`config.mk`:
```
export PLATFORM = sky130hd
export DESIGN_NAME = load_extend
export DESIGN_NICKNAME = d
export VERILOG_FILES = /design/src/rtl/load_extend.sv
export SDC_FILE = /design/constraint.sdc
export NUM_CORES = 1
export LEC_CHECK = 0
export CORE_ASPECT_RATIO = 1.5
export CORE_MARGIN = 4
export CORE_UTILIZATION = 50
export CTS_CLUSTER_DIAMETER = 30
export DETAILED_ROUTE_END_ITERATION = 8
export HOLD_SLACK_MARGIN = 0.15
export PLACE_DENSITY = 0.86
export SLEW_MARGIN = 20
export SYNTH_ARGS = -nofsm -noshare
export SYNTH_HDL_FRONTEND = slang
export SYNTH_SLANG_ARGS = --single-unit
```
`constraint.sdc`:
```
create_clock -name clk -period 2.5 [get_ports clk]
set_input_delay 0.375 -clock clk [delete_from_list [all_inputs] [get_ports clk]]
set_output_delay 0.375 -clock clk [all_outputs]
set_load 0.01 [all_outputs]
```
`src/rtl/load_extend.sv`:
```
// Load byte/half/word/dword extraction with sign/zero extension into a 2-entry in-order result buffer.
// Result visible one cycle after accept; in_ready depends only on buffer occupancy, never on out_ready.
module load_extend #(
  parameter int DATA_BITS    = 32,
  parameter int SIGN_DEFAULT = 1
) (
  input  logic                               clk,
  input  logic                               rst,
  input  logic                               flush,
  input  logic                               in_valid,
  output logic                               in_ready,
  input  logic [DATA_BITS-1:0]               in_data,
  input  logic [$clog2(DATA_BITS/8)-1:0]     in_offset,
  input  logic [1:0]                         in_size,
  input  logic                               in_signed,
  output logic                               out_valid,
  input  logic                               out_ready,
  output logic [DATA_BITS-1:0]               out_data,
  output logic                               out_misaligned
);

  localparam int OFF_BITS = $clog2(DATA_BITS/8);
  localparam logic [1:0] SIZE_MAX = (DATA_BITS == 64) ? 2'd3 : 2'd2;

  // SIGN_DEFAULT only documents the integrator's tie-off value for in_signed.
  logic unused_sign_default;
  assign unused_sign_default = SIGN_DEFAULT[0];

  logic [1:0]           cnt;
  logic [DATA_BITS-1:0] d0, d1;
  logic                 m0, m1;
  logic                 accept, pop;

  logic [DATA_BITS-1:0] sh, himask, new_data;
  logic [6:0]           w;
  logic                 sb, new_mis;
  logic [OFF_BITS-1:0]  amask;

  assign in_ready       = (cnt != 2'd2);
  assign out_valid      = (cnt != 2'd0);
  assign out_data       = d0;
  assign out_misaligned = m0;
  assign accept         = in_valid & in_ready;
  assign pop            = out_valid & out_ready;

  always_comb begin
    sh     = in_data >> {in_offset, 3'b000};
    w      = 7'd8 << in_size;
    // A shift by the full word width yields zero, so full-width fields get no fill bits.
    himask = {DATA_BITS{1'b1}} << w;
    case (in_size)
      2'd0:    sb = sh[7];
      2'd1:    sb = sh[15];
      2'd2:    sb = sh[31];
      default: sb = sh[DATA_BITS-1];
    endcase
    amask    = OFF_BITS'((4'd1 << in_size) - 4'd1);
    new_mis  = (in_size > SIZE_MAX) | (|(in_offset & amask));
    new_data = new_mis ? '0 : ((sh & ~himask) | ((in_signed & sb) ? himask : '0));
  end

  always_ff @(posedge clk) begin
    if (rst) begin
      cnt <= 2'd0;
      d0  <= '0;
      d1  <= '0;
      m0  <= 1'b0;
      m1  <= 1'b0;
    end else if (flush) begin
      cnt <= 2'd0;
    end else begin
      if (pop) begin
        d0 <= d1;
        m0 <= m1;
      end
      // New entry lands at the head only if the buffer is (or becomes) empty this cycle.
      if (accept) begin
        if (cnt == 2'd0 || (cnt == 2'd1 && pop)) begin
          d0 <= new_data;
          m0 <= new_mis;
        end else begin
          d1 <= new_data;
          m1 <= new_mis;
        end
      end
      cnt <= cnt + {1'b0, accept} - {1'b0, pop};
    end
  end

endmodule

```
== Word-level counts from Yosys, hierarchy flattened ==
Cells that the tools add are included.

* Bits in registers: 68
* Bits of input ports: 42
* Output and inout port bits: 35
* Logic and storage cells: 43

* $add $sub $neg: 3
* $lt $le $gt $ge: 1
* Equality and inequality tests: 3
* Shift operators: 4
* Mux-type cells: 9
* Bitwise gates (word level): 10
* Reductions and logical operators: 8

{| class="wikitable"
|+ Operators with widths
! cell !! count
|-
| $mux W32 || 5
|-
| $and A32 B32 Y32 || 1
|-
| $not A32 Y32 || 1
|-
| $or A32 B32 Y32 || 1
|-
| $shl A32 B7 Y32 const A || 1
|-
| $shr A32 B5 Y32 || 1
|-
| $shl A4 B2 Y7 const A || 1
|-
| $eq A2 B1 Y1 const B || 2
|-
| $logic_not A2 Y1 || 2
|-
| $reduce_or A2 Y1 || 2
|-
| $and A1 B1 Y1 || 3
|-
| $mux W1 || 3
|-
| $reduce_and A3 Y1 || 1
|-
| $add A2 B1 Y2 || 1
|-
| $and A2 B2 Y2 || 1
|-
| $gt A2 B2 Y1 const B || 1
|-
| $ne A2 B2 Y1 const B || 1
|-
| $not A1 Y1 || 2
|-
| $pmux W1 S2 || 1
|-
| $reduce_bool A2 Y1 || 1
|-
| $shl A1 B2 Y2 const A || 1
|-
| $sub A2 B1 Y2 || 1
|-
| $sub A2 B1 Y2 const B || 1
|-
| $logic_and A1 B1 Y1 || 1
|-
| other kinds (2) || 2
|}

== Depth between registers and ports, before layout ==
* Depth after elaboration: 8
* Mapped depth: 9
* Mapped depth without buffers: 8

== Least setup slack after synthesis ==
Ideal clock, no wire load.

* Kind: input -> register
* Start point: in in_size[1]
* End point: reg d1[19]
* Arrival time: 2.183 ns
* Data required time: 2.441 ns
* Slack: 0.258 ns
* Cell stages on the path: 9
* Buffers on the path: 3
* Cell sequence: clkbuf_1 clkbuf_1 nand2b_1 ha_1 o22ai_1 or3_4 nor3b_4 buf_6 a22o_1

* Word-level cells in the longest chain between the ends: 6
* Elaborated cells between the ends (all ways): 17

{| class="wikitable"
|+ Ends and longest elaborated chain
! what !! RTL line !! RTL
|-
| from (decl) || 14 || <nowiki>input logic [1:0] in_size,</nowiki>
|-
| $shl A4 B2 Y7 (tied with other cells) || 48 || <nowiki>w = 7'd8 << in_size;</nowiki>
|-
| $shl A32 B7 Y32 (tied with other cells) || 50 || <nowiki>himask = {DATA_BITS{1'b1}} << w;</nowiki>
|-
| $not A32 Y32 (tied with other cells) || 59 || <nowiki>new_data = new_mis ? '0 : ((sh & ~himask) | ((in_signed & sb) ? himask : '0));</nowiki>
|-
| $and A32 B32 Y32 (tied with other cells) || 59 ||
|-
| $or A32 B32 Y32 or $or A1 B1 Y1 (tied branches) || 59, 58 ||
|-
| $mux W32 * || 59 ||
|-
| to (signal assigned) || 82 || <nowiki>d1 <= new_data;</nowiki>
|-
| to (decl) || 30 || <nowiki>logic [DATA_BITS-1:0] d0, d1;</nowiki>
|}

Every way passes the cells marked *; elsewhere a longest branch is shown, timed or not.
A chain may end at the register's enable or synchronous reset.

== Worst setup path after layout ==
* Start point: in in_size[1]
* End point: reg d1[11]

Same word-level chain as after synthesis.

==> flow_summary.yaml <==
outcome:
  outcome: "finished, final reports clean"
die:
  dieHeight_um: 108.9
  start_util: 0.5193
  die_width_um: 75.25
  num_rows: 36
  core_area_sq_um: 6531
  ioPinCount: 77
  die-area_sq_um: 8193
routing:
  dr_wl_met2_um: 4864
  wl_um: 9610
  met1_length_um: 3624
  wl_per_cell_um: 17.22
  firstDrtPassIters: 5
  routed.top_layer: "met4"
  routed_via_density: 6.084
  dr.first_iter.drc_count: 229
  drc: 0
  ant_nets: 0
  met3_length_um: 637
  vias: 3395
synthesis:
  synth-edff-count: 0
  synth_warnings: 0
  synth_cell_types: 51
  ys_async_sr_fraction: 0
  yosys.cell_count.top_type: "dfxtp_1"
  synth_top_area_share: 0.4013
  ys_seq_area_frac: 0.4013
  synth_cells: 398
  syn-cell-area_sq_um: 3392
  syn_avg_cell_area_sq_um: 8.523
  synth_ff_type: "dfxtp_1"
  synth_fp_nets: 443
  yosys-top-cells-area: "dfxtp_1, mux2i_1, a22oi_1, nand2_1, a22o_1"
  ys_top_cells_by_count: "dfxtp_1, nand2_1, nor2_1"
  yosys.area.top_type: "dfxtp_1"
  synth_seq_cells: 68
layout:
  nets: 522
  stdcell_count: 558
  nFillCells: 515
  syn2layout_area_growth_pct: 32.31
  final_util: 0.6872
  drive_gt1_frac: 0.09959
  antenna_cells: 0
clock_tree:
  cts_hold_buf: 0
  cts_root_buf: "clkbuf_8"
  cts_setup_buffers: 0
  cts_buffer_depth: 2
  cts_resized: 0
  cts.sinks: 68
  cts_inserted_buffers: 9
  cts_htree_levels: 3
  clk_latency_ns: 0.35
  cts_tree: "built"
  clk_pin_slew_ns: 0.07
global_route:
  grt_use_total: 0.2453
  grt_overflow_total: 0
  grt_pass1_wl_um: 15240
  grt_pass1_vias: 3209
  grt_max_degree: 28
  antenna_found_initial: 0
run:
  maxCapViolations: 0
setup_path:
  end_kind: "flip-flop"
  critical_path_class: "in2reg"
  cp_max_fo: 7
  cp-start-kind: "primary input"
  crit_path_cell_trace: "clkdlybuf4s50_1 > nor2_2 > inv_1 > ha_1 > o22ai_1 > buf_4 > nor3_1 > and2_1 > a32o_1"
  cpMaxStageDelayCell: "clkdlybuf4s50_1"
  required_ns: 2.74
  critPathMaxStageDelay_ns: 0.46
  critPathArrivalTime_ns: 2.43
place:
  gp_congestion: 0.9679
  hpwl_um: 7368
  dp_cells: 542
  port_buffers: 76
min_path:
  hp-class: "reg2reg"
timing:
  maxSlewViolCount: 0
  finalWorstPathRequiredPeriod_ns: 2.193
  rsz0062_at_grt: "no"
  tightest_slew_ns: 0.4843
  finalCritPeriodShare: 0.8772
  clock.fmax_ghz: 0.4560
  fin_tns_setup_ns: 0
  slew-limit-headroom: 0.6737
  hold_viol: 0
  setup_viol_count_final: 0
  fin_worst_skew_ns: 0.004499
pwr:
  powerDensity_nw_per_um2: 565.0
  vdd_drop_max_mv: 0.3749
  leakage_uw: 0.001755
  finalPower_uw: 2536
-- power breakdown --
group | switching (uW) | internal, uW
registers | 18.1 | 1110
clock network | 404 | 563
logic | 236 | 205
-- cells by family (layout without fill, tap and decap cells) --
kind of cell             count (synthesis)  after routing  share of synthesized area
flip-flops                              68             68                     0.4013
AND/OR/NAND/NOR                        147            147                     0.2165
AO/OA/AOI/OAI                          118            118                     0.2468
buffers and inverters                   38            122                    0.05385
multiplexers                            22             22                    0.06529
XOR/XNOR                                 2              2                   0.005165
adder cells (fa/ha/maj)                  3              3                    0.01107
-- layout by cell type (no fill, tap or decap), drive strengths merged, types with 8 or more instances in the layout --
master         instances
buf                   26
clkbuf                12
dfxtp                 68
nor2b                 11
a22o                  16
nor2                  38
nand2b                12
o21ai                 25
nand4                 14
a211oi                16
nor4                   8
a22oi                 24
mux2i                 21
a21oi                 16
clkdlybuf4s50         75
nand2                 44
-- worst paths after layout --
check	to	slack [ns]	startpoint	cells past startpoint
setup reg to reg	out_data[14]	0.71	cnt[1]	6
setup / recovery	d1[11]	0.31	in_size[1]	9
hold reg to reg	d1[3]	0.46	d1[3]	2
hold / removal	d1[3]	0.46	d1[3]	2
-- worst max-delay path, delay by kind of cell --
kind	cells	cell delay, ns
buf+inv	3	0.74
fa+ha+maj	1	0.28
compound gates	2	0.59
simple gates	3	0.44
-- layer usage --
metal  GRT usage  vias to the layer above
li1            -                     1618
met1      0.2733                     1582
met2      0.4140                      159
met3     0.04336                       36
met4      0.1638                        0
met5           0                        -
-- stage by stage --
| stage | worst slack [ns] | instance area, sq um | hold WS [ns] |
|---|---|---|---|
| after floorplan | 0.2580 | 3392 | 0.4260 |
| after global placement | 0.04701 | 4279 | 0.4336 |
| after detailed placement | -0.02591 | 4279 | 0.4449 |
| after CTS | 0.3393 | 4488 | 0.4610 |
| after global routing | 0.1937 | 4488 | 0.4785 |
| final | 0.3069 | 4488 | 0.4593 |
-- layout make-up --
class	count	area [sq um]	share of cell area
Multi-Input combinational cell	292	1848	0.4118
Timing Repair Buffer	101	955.9	0.2130
Clock inverter	4	73.82	0.01645
Sequential cell	68	1361	0.3033
Clock buffer	12	135.1	0.03011
Inverter	5	18.77	0.004182
Tap cell	76	95.09	0.02119
-- registers in the layout (all words and copies together) (netlist names) --
register / flops
d1: 32
out_misaligned: 1
out_data: 32
cnt: 2
m1: 1
Power figures use the tool's default switching activity.
